===== src/rtl/sevenseg_pkg.sv =====
// Shared constants for the seven-segment scan receiver: segment positions,
// hex glyph patterns and receiver FSM state encodings.
package sevenseg_pkg;

  localparam int unsigned NUM_DIGITS = 8;
  localparam int unsigned SEG_W      = 8;
  localparam int unsigned NIB_W      = 4;
  localparam int unsigned CNT_W      = 8;
  localparam int unsigned TO_W       = 16;

  localparam int unsigned SEG_A  = 7;
  localparam int unsigned SEG_B  = 6;
  localparam int unsigned SEG_C  = 5;
  localparam int unsigned SEG_D  = 4;
  localparam int unsigned SEG_E  = 3;
  localparam int unsigned SEG_F  = 2;
  localparam int unsigned SEG_G  = 1;
  localparam int unsigned SEG_DP = 0;

  localparam logic [SEG_W-1:0] BIT_A  = SEG_W'(1) << SEG_A;
  localparam logic [SEG_W-1:0] BIT_B  = SEG_W'(1) << SEG_B;
  localparam logic [SEG_W-1:0] BIT_C  = SEG_W'(1) << SEG_C;
  localparam logic [SEG_W-1:0] BIT_D  = SEG_W'(1) << SEG_D;
  localparam logic [SEG_W-1:0] BIT_E  = SEG_W'(1) << SEG_E;
  localparam logic [SEG_W-1:0] BIT_F  = SEG_W'(1) << SEG_F;
  localparam logic [SEG_W-1:0] BIT_G  = SEG_W'(1) << SEG_G;
  localparam logic [SEG_W-1:0] BIT_DP = SEG_W'(1) << SEG_DP;

  // Hex glyphs with the decimal point clear
  localparam logic [SEG_W-1:0] GLYPH_0 = BIT_A | BIT_B | BIT_C | BIT_D | BIT_E | BIT_F;
  localparam logic [SEG_W-1:0] GLYPH_1 = BIT_B | BIT_C;
  localparam logic [SEG_W-1:0] GLYPH_2 = BIT_A | BIT_B | BIT_D | BIT_E | BIT_G;
  localparam logic [SEG_W-1:0] GLYPH_3 = BIT_A | BIT_B | BIT_C | BIT_D | BIT_G;
  localparam logic [SEG_W-1:0] GLYPH_4 = BIT_B | BIT_C | BIT_F | BIT_G;
  localparam logic [SEG_W-1:0] GLYPH_5 = BIT_A | BIT_C | BIT_D | BIT_F | BIT_G;
  localparam logic [SEG_W-1:0] GLYPH_6 = BIT_A | BIT_C | BIT_D | BIT_E | BIT_F | BIT_G;
  localparam logic [SEG_W-1:0] GLYPH_7 = BIT_A | BIT_B | BIT_C;
  localparam logic [SEG_W-1:0] GLYPH_8 = BIT_A | BIT_B | BIT_C | BIT_D | BIT_E | BIT_F | BIT_G;
  localparam logic [SEG_W-1:0] GLYPH_9 = BIT_A | BIT_B | BIT_C | BIT_D | BIT_F | BIT_G;
  localparam logic [SEG_W-1:0] GLYPH_A = BIT_A | BIT_B | BIT_C | BIT_E | BIT_F | BIT_G;
  localparam logic [SEG_W-1:0] GLYPH_B = BIT_C | BIT_D | BIT_E | BIT_F | BIT_G;
  localparam logic [SEG_W-1:0] GLYPH_C = BIT_A | BIT_D | BIT_E | BIT_F;
  localparam logic [SEG_W-1:0] GLYPH_D = BIT_B | BIT_C | BIT_D | BIT_E | BIT_G;
  localparam logic [SEG_W-1:0] GLYPH_E = BIT_A | BIT_D | BIT_E | BIT_F | BIT_G;
  localparam logic [SEG_W-1:0] GLYPH_F = BIT_A | BIT_E | BIT_F | BIT_G;

  typedef enum logic [1:0] {
    ST_IDLE    = 2'd0,
    ST_SETTLE  = 2'd1,
    ST_CAPTURE = 2'd2,
    ST_HOLD    = 2'd3
  } scan_state_t;

endpackage


===== src/rtl/sevenseg_glyph_decode.sv =====
// Combinational seven-segment pattern to hex nibble decoder; the decimal
// point is ignored and unrecognised patterns give nibble 0 with valid low.
module sevenseg_glyph_decode
  import sevenseg_pkg::*;
(
  input  logic [SEG_W-1:0] pattern,
  output logic [NIB_W-1:0] nibble_c,
  output logic             valid_c
);

  logic [SEG_W-1:0] key_c;

  always_comb begin
    key_c    = pattern & ~BIT_DP;
    nibble_c = 4'h0;
    valid_c  = 1'b1;
    case (key_c)
      GLYPH_0: nibble_c = 4'h0;
      GLYPH_1: nibble_c = 4'h1;
      GLYPH_2: nibble_c = 4'h2;
      GLYPH_3: nibble_c = 4'h3;
      GLYPH_4: nibble_c = 4'h4;
      GLYPH_5: nibble_c = 4'h5;
      GLYPH_6: nibble_c = 4'h6;
      GLYPH_7: nibble_c = 4'h7;
      GLYPH_8: nibble_c = 4'h8;
      GLYPH_9: nibble_c = 4'h9;
      GLYPH_A: nibble_c = 4'hA;
      GLYPH_B: nibble_c = 4'hB;
      GLYPH_C: nibble_c = 4'hC;
      GLYPH_D: nibble_c = 4'hD;
      GLYPH_E: nibble_c = 4'hE;
      GLYPH_F: nibble_c = 4'hF;
      default: valid_c  = 1'b0;
    endcase
  end

endmodule


===== src/rtl/sevenseg_scan_rx.sv =====
// Receiver for an 8-digit multiplexed seven-segment scan bus: rebuilds the
// per-digit segment bytes, flags bus errors and reports frame completion.
// Optional hex decode is enabled by defining SEVENSEG_RX_HEX_DECODE_EN.
module sevenseg_scan_rx
  import sevenseg_pkg::*;
#(
  parameter bit          COM_ACTIVE_LOW = 1'b1,
  parameter int unsigned SETTLE_CYC     = 4,
  parameter int unsigned TIMEOUT_CYC    = 65535
) (
  input  logic                        iCLK,
  input  logic                        nRST,
  input  logic [NUM_DIGITS-1:0]       iS_COM,
  input  logic [SEG_W-1:0]            iS_ENS,
  output logic [NUM_DIGITS*SEG_W-1:0] oSEG_RAW,
  output logic [NUM_DIGITS*NIB_W-1:0] oHEX,
  output logic [NUM_DIGITS-1:0]       oHEX_VLD,
  output logic                        oFRAME,
  output logic                        oERR,
  output logic                        oSTALE
);

  localparam logic [NUM_DIGITS-1:0] COM_IDLE    = COM_ACTIVE_LOW ? 8'hFF : 8'h00;
  localparam logic [CNT_W-1:0]      SETTLE_LAST = CNT_W'(SETTLE_CYC - 1);
  localparam logic [TO_W-1:0]       TIMEOUT_MAX = TO_W'(TIMEOUT_CYC);

  logic [NUM_DIGITS-1:0] com_s1, com_s2, sel_q;
  logic [SEG_W-1:0]      ens_s1, ens_s2, ens_q;
  logic [NUM_DIGITS-1:0] sel_c;
  logic                  changed_c;
  scan_state_t           state, state_nxt;
  logic [CNT_W-1:0]      cnt, cnt_nxt;
  logic                  write_c, err_set_c, frame_due_c;
  logic [NUM_DIGITS-1:0] seen;
  logic [TO_W-1:0]       to_cnt;

  // Synchronizer plus one-cycle history for change detection; COM idles inactive
  always_ff @(posedge iCLK or negedge nRST) begin
    if (!nRST) begin
      com_s1 <= COM_IDLE;
      com_s2 <= COM_IDLE;
      ens_s1 <= '0;
      ens_s2 <= '0;
      sel_q  <= '0;
      ens_q  <= '0;
    end else begin
      com_s1 <= iS_COM;
      com_s2 <= com_s1;
      ens_s1 <= iS_ENS;
      ens_s2 <= ens_s1;
      sel_q  <= sel_c;
      ens_q  <= ens_s2;
    end
  end

  assign sel_c     = COM_ACTIVE_LOW ? ~com_s2 : com_s2;
  assign changed_c = (sel_c != sel_q) || (ens_s2 != ens_q);

  always_ff @(posedge iCLK or negedge nRST) begin
    if (!nRST) begin
      state <= ST_IDLE;
      cnt   <= '0;
    end else begin
      state <= state_nxt;
      cnt   <= cnt_nxt;
    end
  end

  always_comb begin
    state_nxt = state;
    cnt_nxt   = cnt;
    case (state)
      ST_IDLE: begin
        if (sel_c != '0) begin
          state_nxt = ST_SETTLE;
          cnt_nxt   = '0;
        end
      end
      ST_SETTLE: begin
        if (sel_c == '0)              state_nxt = ST_IDLE;
        else if (changed_c)           cnt_nxt   = '0;
        else if (cnt == SETTLE_LAST)  state_nxt = ST_CAPTURE;
        else                          cnt_nxt   = cnt + 8'd1;
      end
      // A change during the capture cycle restarts settling instead of being lost
      ST_CAPTURE, ST_HOLD: begin
        if (changed_c) begin
          state_nxt = (sel_c != '0) ? ST_SETTLE : ST_IDLE;
          cnt_nxt   = '0;
        end else begin
          state_nxt = ST_HOLD;
        end
      end
      default: state_nxt = ST_IDLE;
    endcase
  end

  // Capture uses the held copies, which equal the value that just settled
  always_comb begin
    write_c   = 1'b0;
    err_set_c = 1'b0;
    if (state == ST_CAPTURE) begin
      write_c   = $onehot(sel_q);
      err_set_c = !$onehot(sel_q);
    end
  end

  assign frame_due_c = (seen == '1);

  always_ff @(posedge iCLK or negedge nRST) begin
    if (!nRST) begin
      oSEG_RAW <= '0;
      seen     <= '0;
      oFRAME   <= 1'b0;
      oERR     <= 1'b0;
      to_cnt   <= '0;
      oSTALE   <= 1'b0;
    end else begin
      for (int n = 0; n < NUM_DIGITS; n++) begin
        if (write_c && sel_q[n]) oSEG_RAW[SEG_W*n +: SEG_W] <= ens_q;
      end
      oFRAME <= frame_due_c;
      seen   <= (frame_due_c ? '0 : seen) | (write_c ? sel_q : '0);
      if (err_set_c) oERR <= 1'b1;
      if (write_c) begin
        to_cnt <= '0;
        oSTALE <= 1'b0;
      end else if (to_cnt != TIMEOUT_MAX) begin
        to_cnt <= to_cnt + 16'd1;
        oSTALE <= (to_cnt + 16'd1 == TIMEOUT_MAX);
      end
    end
  end

`ifdef SEVENSEG_RX_HEX_DECODE_EN
  logic [NIB_W-1:0] nib_c;
  logic             vld_c;

  sevenseg_glyph_decode u_decode (
    .pattern  (ens_q),
    .nibble_c (nib_c),
    .valid_c  (vld_c)
  );

  always_ff @(posedge iCLK or negedge nRST) begin
    if (!nRST) begin
      oHEX     <= '0;
      oHEX_VLD <= '0;
    end else begin
      for (int n = 0; n < NUM_DIGITS; n++) begin
        if (write_c && sel_q[n]) begin
          oHEX[NIB_W*n +: NIB_W] <= nib_c;
          oHEX_VLD[n]            <= vld_c;
        end
      end
    end
  end
`else
  assign oHEX     = '0;
  assign oHEX_VLD = '0;
`endif

endmodule

===== config.mk =====
export PLATFORM = sky130hd
export DESIGN_NAME = sevenseg_scan_rx
export DESIGN_NICKNAME = d
export VERILOG_FILES = /design/src/rtl/sevenseg_pkg.sv /design/src/rtl/sevenseg_glyph_decode.sv /design/src/rtl/sevenseg_scan_rx.sv
export SDC_FILE = /design/constraint.sdc
export NUM_CORES = 1
export LEC_CHECK = 0
export ABC_CLOCK_PERIOD_IN_PS = 4500
export BUFFER_PORTS_ARGS = -buffer_cell sky130_fd_sc_hd__buf_2
export CAP_MARGIN = 20
export CORE_ASPECT_RATIO = 0.9
export CORE_MARGIN = 5
export CORE_UTILIZATION = 45
export CTS_BUF_LIST = sky130_fd_sc_hd__clkbuf_16
export DETAILED_ROUTE_END_ITERATION = 10
export PLACE_DENSITY_LB_ADDON = 0.08
export SLEW_MARGIN = 20
export SYNTH_ARGS = -nofsm -noshare
export SYNTH_HDL_FRONTEND = slang
export SYNTH_HIERARCHICAL = 1
export SYNTH_SLANG_ARGS = --single-unit

===== constraint.sdc =====
create_clock -name iCLK -period 4.5 [get_ports iCLK]
set_input_delay 0.225 -clock iCLK [delete_from_list [all_inputs] [get_ports iCLK]]
set_output_delay 0.225 -clock iCLK [all_outputs]
set_load 0.1 [all_outputs]

==> results of run 1 <==
-- sequential cells by signal, indices dropped and copies added, names as in the netlist --
name / count
ens_s1: 8
com_s2: 8
oSTALE: 1
oFRAME: 1
ens_q: 8
to_cnt: 16
oERR: 1
cnt: 8
ens_s2: 8
sel_q: 8
oSEG_RAW: 64
seen: 8
com_s1: 8
state: 2
-- layout make-up --
type | count | area share
flip-flops and latches | 149 | 0.501
multi-input cells | 303 | 0.299
repair buffers | 103 | 0.0817
clock buffers | 17 | 0.0568
well taps | 193 | 0.0323
inverters | 32 | 0.0160
clock inverters | 15 | 0.0134
-- power by group through the flow --
stage / combinational, W / sequential (W) / clock [W]
final: 0.000256 / 0.00139 / 0.00126
after global routing: 0.000278 / 0.00140 / 0.00136
after CTS: 0.000257 / 0.00139 / 0.00131
after detailed placement: 0.000246 / 0.00142 / 0
after global placement: 0.000243 / 0.00142 / 0
after floorplan: 0.000232 / 0.00140 / 0
-- worst max-delay path by stage --
| stage | startpoint | end | slack [ps] | cells past startpoint |
|---|---|---|---|---|
| finish | sel_q[0] | oSEG_RAW[1] | 320 | 14 |
| global route | sel_q[0] | oSEG_RAW[7] | 50 | 14 |
| CTS | sel_q[0] | oSEG_RAW[1] | 310 | 14 |
| detailed placement | sel_q[0] | oSEG_RAW[1] | 320 | 14 |
| global placement | sel_q[0] | oSEG_RAW[4] | 370 | 14 |
| floorplan | sel_q[0] | oSEG_RAW[48] | 460 | 14 |
-- routing by layer --
layer / GRT usage / up-vias / share of wire
met2: 0.243 / 105 / 0.45
met3: 0.0508 / 6 / 0.057
li1: - / 1843 / -
met5: 0 / - / 0
met4: 0.0567 / 0 / 0.0075
met1: 0.234 / 1935 / 0.48
-- layout by cell type (no fill, tap or decap), types with 11 or more instances in the layout --
cell and count:
nand2_1 32, clkbuf_16 17, dfstp_2 16, nand3_1 16
buf_2 83, dlygate4sd3_1 16, mux2_2 56, nor2_1 11
inv_1 36, xor2_1 15, xnor2_1 14, conb_1 40
dfrtp_1 133, a21oi_1 16, o21ai_0 12
-- cell usage after synthesis (2+ instances only) --
library cell | count | area share
a21oi_1 | 16 | 0.013
and4_1 | 3 | 0.0041
o21ai_0 | 12 | 0.0095
buf_1 | 2 | 0.0012
nand2_2 | 8 | 0.0079
inv_1 | 32 | 0.019
mux2_4 | 8 | 0.019
or3_1 | 2 | 0.0020
xnor2_1 | 14 | 0.019
buf_2 | 3 | 0.0024
a31oi_1 | 4 | 0.0039
and3_1 | 3 | 0.0030
buf_4 | 40 | 0.047
and2_1 | 2 | 0.0020
nand3b_1 | 2 | 0.0024
nand2_1 | 32 | 0.019
nand2b_1 | 3 | 0.0030
or4_1 | 2 | 0.0024
nand4_1 | 8 | 0.0079
ha_1 | 6 | 0.012
nor4b_1 | 2 | 0.0028
nor2_1 | 11 | 0.0065
mux2i_1 | 3 | 0.0047
nor4_1 | 7 | 0.0069
dfrtp_1 | 133 | 0.53
xor2_1 | 15 | 0.021
nand3_1 | 16 | 0.013
mux2_2 | 56 | 0.10
nor3_1 | 6 | 0.0047
fa_1 | 4 | 0.013
dfstp_2 | 16 | 0.066
o31ai_1 | 3 | 0.0036
clkbuf_1 | 11 | 0.0065
-- cells by family after synthesis --
family                   after synthesis  synth area share
AO/OA/AOI/OAI                         43            0.0417
buffers and inverters                 89            0.0782
AND/OR/NAND/NOR                      114            0.0999
adder cells (fa/ha/maj)               10            0.0245
XOR/XNOR                              29            0.0401
other                                  1          0.000592
multiplexers                          67             0.123
flip-flops                           149             0.592
-- stage by stage --
stage	cell area [um^2]	hold slack, ps	power (W)	std cells
2_1_floorplan	6480	-70.6	0.00163	541
3_3_place_gp	6800	330	0.00166	764
3_5_place_dp	6800	331	0.00166	764
4_1_cts	7480	9.39	0.00296	812
5_1_grt	7480	35.9	0.00303	812
6_report	7480	-35.6	0.00291	812
-- timing repair --
action                                 CTS  global route
resized for setup                        0             0
hold buffers                            16             0
setup buffers                            0             0
endpoints found under the hold margin   16             0
-- critical path: stages (launching register included) --
cell	delay (ps)
dfrtp_1	390
inv_1	80
fa_1	550
fa_1	430
fa_1	450
inv_1	70
ha_1	170
inv_1	60
fa_1	390
a2111oi_2	230
a21oi_1	130
nor4_4	210
buf_4	300
nand2_2	270
mux2_2	350
==> results.ini, run 1 <==
[outcome]
status=finished, violations left
violations=hold timing

[floorplanning]
die_w_um=135
die_h_um=123
start_util=0.456
rows=41
coreArea_um2=13900
io_pins=125
fp.dieArea_um2=16600

[clock_network]
cts_root_buf=clkbuf_16
clock_latency_ps=410
cts_max_level=4
cts_sinks=149
clkTransAtPathRegs_ps=60
cts_buffers=17
cts_tree=built
cts_buffer_depth=2

[yosys]
syn_area_per_cell_um2=12.6
async_reset_ff_frac=1.00
yosys_warnings=6
synth_seq_cells=149
synth_cell_types=50
syn_inst=502
synth_edf_count=0
synth_area_um2=6330
yosysSeqAreaShare=0.592
synth_flop_cell=dfrtp_1

[detailed_routing]
drtPass1Iterations=4
ant_nets=0
wirelength_mm=12.8
vias_per_cell=4.79
vias=3889
drt_iter0_markers=216
drc=0
wl_per_cell_um=15.8

[sta]
final.setup.tns_ps=0
fmax_mhz=239
grt_setup_unrepaired=no
setup_ws_ps=324
tightest_slew_ps=908
fin_skew_ps=4.24
hold_viol_final=101
post-route-min-period_ps=4180
slew_violations=0
hold-worst-slack_ps=-35.6
final.period_utilization=0.928
setup_viol=0
slew_headroom=0.395

[global_routing]
track_usage=0.165
globalRouteOverflowTotal=0
grt_pass1_wl_mm=20.8
antenna_found_initial=0
grt_pass1_vias=3812
grt_max_degree=120

[final_layout]
seqCellArea_um2=3750
syn2layout_area_growth_pct=18.2
multiInputGateArea_um2=2240
finalNetCount=634
drive_gt1_frac=0.334
num-fill-cells=1185
final_util=0.538
diodes=0

[power_and_ir_drop]
p_per_area_nw_per_um2=389
swShare=0.260
power_frac_seq=0.478
comb_power_share=0.088
p_clk_frac=0.434
p_leak_nw=3.90
p_sw_w=0.000755
ir_worst_vdd_mv=0.255
cellInternalPower_w=0.00215

[worst_setup_path]
critPathRequiredTime_ps=4800
reg2reg_slack_ps=320
crit_fanout=14
ff2ff_path_depth=14
reg2reg_to=oSEG_RAW[1]
end_kind=flop
worstSetupStartpointType=flop
critPathKind=flop to flop
arrival_ps=4470
reg2reg_from=sel_q[0]

[placement]
dp_slack_ps=316
place.gp.congestion=0.791
port_buffers=84
dpl.hpwl_mm=8.81

[job]
max_cap_viol_count=0

[worst_hold_path]
hold_path.class=primary input to asynchronous set/reset pin

No activity file was read; power rests on OpenSTA's default activity.
==> run 2: changes to the inputs <==
--- a/config.mk
+++ b/config.mk
@@ -10,7 +10,7 @@
 export CAP_MARGIN = 20
 export CORE_ASPECT_RATIO = 0.9
 export CORE_MARGIN = 5
-export CORE_UTILIZATION = 45
+export CORE_UTILIZATION = 55
 export CTS_BUF_LIST = sky130_fd_sc_hd__clkbuf_16
 export DETAILED_ROUTE_END_ITERATION = 10
 export PLACE_DENSITY_LB_ADDON = 0.08
==> results.ini, run 2 (synthesis gave the netlist of run 1 again) <==
[final_layout]
largest-register=oSEG_RAW
drive_gt1_frac=0.338  ; +0.00323
syn2layout_area_growth_pct=17.5
largest_register_ffs=64  ; unchanged
num-fill-cells=880  ; -26%
final_common_cell=dfrtp_1
diodes=0  ; unchanged
final_cells=775  ; -4.6%
finalNetCount=634  ; unchanged
reg.largest.list=oSEG_RAW (64), to_cnt (16)
layout_common_cells=dfrtp_1 (133), buf_2 (83), mux2_2 (56)

[clock_network]
hold_buffers=17  ; +1
clock_latency_ps=420  ; about the same
cts_root_buf=clkbuf_16
cts_buffers=17  ; unchanged
clkTransAtPathRegs_ps=60  ; about the same
cts_max_level=4  ; unchanged
post_cts_buffers=0  ; unchanged
cts_tree=built
cts_buffer_depth=2  ; unchanged
cts_sinks=149  ; unchanged
cts_resized=0  ; unchanged

[placement]
port_buffers=84  ; unchanged
dpl.cell_count=726  ; -5.0%
dpl.hpwl_mm=8.46  ; -3.9%
place.gp.congestion=0.836  ; +5.7%
dp_slack_ps=334  ; +17.6 ps

[sta]
fin_skew_ps=9.49  ; +5.25 ps
slew_headroom=0.393  ; -0.00160
tightest_slew_ps=910  ; +2.40 ps
final.setup.tns_ps=0  ; unchanged
fmax_mhz=241  ; +0.59%
post-route-min-period_ps=4150  ; -24.6 ps
hold_viol_final=0  ; -100%
setup_viol=0  ; unchanged
setup_ws_ps=349  ; +24.6 ps
grt_setup_unrepaired=no
final.period_utilization=0.923  ; -0.00547
slew_violations=0  ; unchanged

[global_routing]
track_usage=0.192  ; +0.0269
globalRouteOverflowTotal=0  ; unchanged
grt_max_degree=104  ; -13%
antenna_found_initial=0  ; unchanged
grt_pass1_wl_mm=20.4  ; -1.7%
grt_pass1_vias=4001  ; +5.0%

[worst_setup_path]
end_kind=flop
crit_path_start=sel_q[0]
critPathRequiredTime_ps=4800  ; about the same
worstSetupStartpointType=flop
critPathKind=flop to flop
crit_fanout=26  ; +12
reg2reg_from=sel_q[0]
arrival_ps=4450  ; -20 ps

[floorplanning]
start_util=0.559  ; +0.103
fp.dieArea_um2=13800  ; -17%
io_pins=125  ; unchanged
die_h_um=112  ; -8.8%
rows=37  ; -9.8%
coreArea_um2=11300  ; -18%
die_w_um=123  ; -8.8%

[detailed_routing]
ant_nets=0  ; unchanged
wirelength_mm=12.3  ; -4.2%
drc=0  ; unchanged
vias_per_cell=5.09  ; +6.3%
vias=3945  ; +1.4%
drtPass1Iterations=5  ; +1
drt_iter0_markers=231  ; +6.9%
wl_per_cell_um=15.9  ; +0.41%

[power_and_ir_drop]
p_leak_nw=3.89  ; -0.34%
comb_power_share=0.089  ; about the same
ir_worst_vdd_mv=0.262  ; +2.7%
swShare=0.268  ; +0.00883
cellInternalPower_w=0.00211  ; -2.2%
p_sw_w=0.000773  ; +2.4%
p_per_area_nw_per_um2=387  ; -0.44%
power_frac_seq=0.483  ; +0.005
p_clk_frac=0.428  ; -0.006

[worst_hold_path]
hold_path.class=flop to flop
min_from=ens_s1[5]

[job]
max_cap_viol_count=0  ; unchanged

[outcome]
status=finished clean

==> run 2: power groups by stage <==
stage | Clock, W | Combinational [W] | Sequential (W)
after floorplan | 0 | 0.000232 | 0.00140
after global placement | 0 | 0.000242 | 0.00141
after detailed placement | 0 | 0.000247 | 0.00142
after CTS | 0.00126 | 0.000258 | 0.00139
after global routing | 0.00132 | 0.000277 | 0.00140
final | 0.00123 | 0.000257 | 0.00139
==> run 2: per-layer routing <==
metal  GRT usage  share of wire  vias to the layer above  routed length, um
met5           0              0                        -                  0
met4      0.0620          0.012                        0                149
met3      0.0523          0.062                       16                769
met2       0.294           0.46                      118               5690
met1       0.267           0.46                     1980               5700
li1            -              -                     1831                  -
==> run 2: final timing paths <==
kind / end / slack (ps) / cells after the start
hold reg to reg: ens_s2[5] / 350 / 0
min in group asynchronous: oSEG_RAW[33] / 490 / 2
setup / recovery: oSEG_RAW[40] / 350 / 14
hold / removal: ens_s2[5] / 350 / 0
setup reg to reg: oSEG_RAW[40] / 350 / 14
max in group asynchronous: com_s2[5] / 2900 / 3
==> run 2: area by class of cell <==
class                      instances  area (um^2)  share of cell area
clock buffer                      17          425              0.0572
sequential                       149         3750               0.504
inverter                          32          120              0.0161
clock inverter                    15         92.6              0.0124
timing repair buffer             103          624              0.0839
multi-input combinational        303         2240               0.301
tap                              156          195              0.0262
==> run 2: critical path, stage by stage (launching register included) <==
cell and delay [ps]:
dfrtp_1 400, inv_1 90, fa_1 570, fa_1 430, fa_1 430, inv_1 60
ha_1 170, inv_1 60, fa_1 390, a2111oi_2 210, a21oi_1 130, nor4_4 290
buf_12 230, nand2_2 220, mux2_2 330
==> run 2: through the flow <==
stage	hold WS [ps]	total power, W	instance area (um^2)	utilization
CTS	349	0.00291	7440	0.656
detailed placement	331	0.00166	6760	0.596
floorplan	-70.6	0.00163	6480	-
global route	356	0.00299	7440	0.656
global placement	330	0.00166	6760	0.596
finish	349	0.00288	7440	0.656
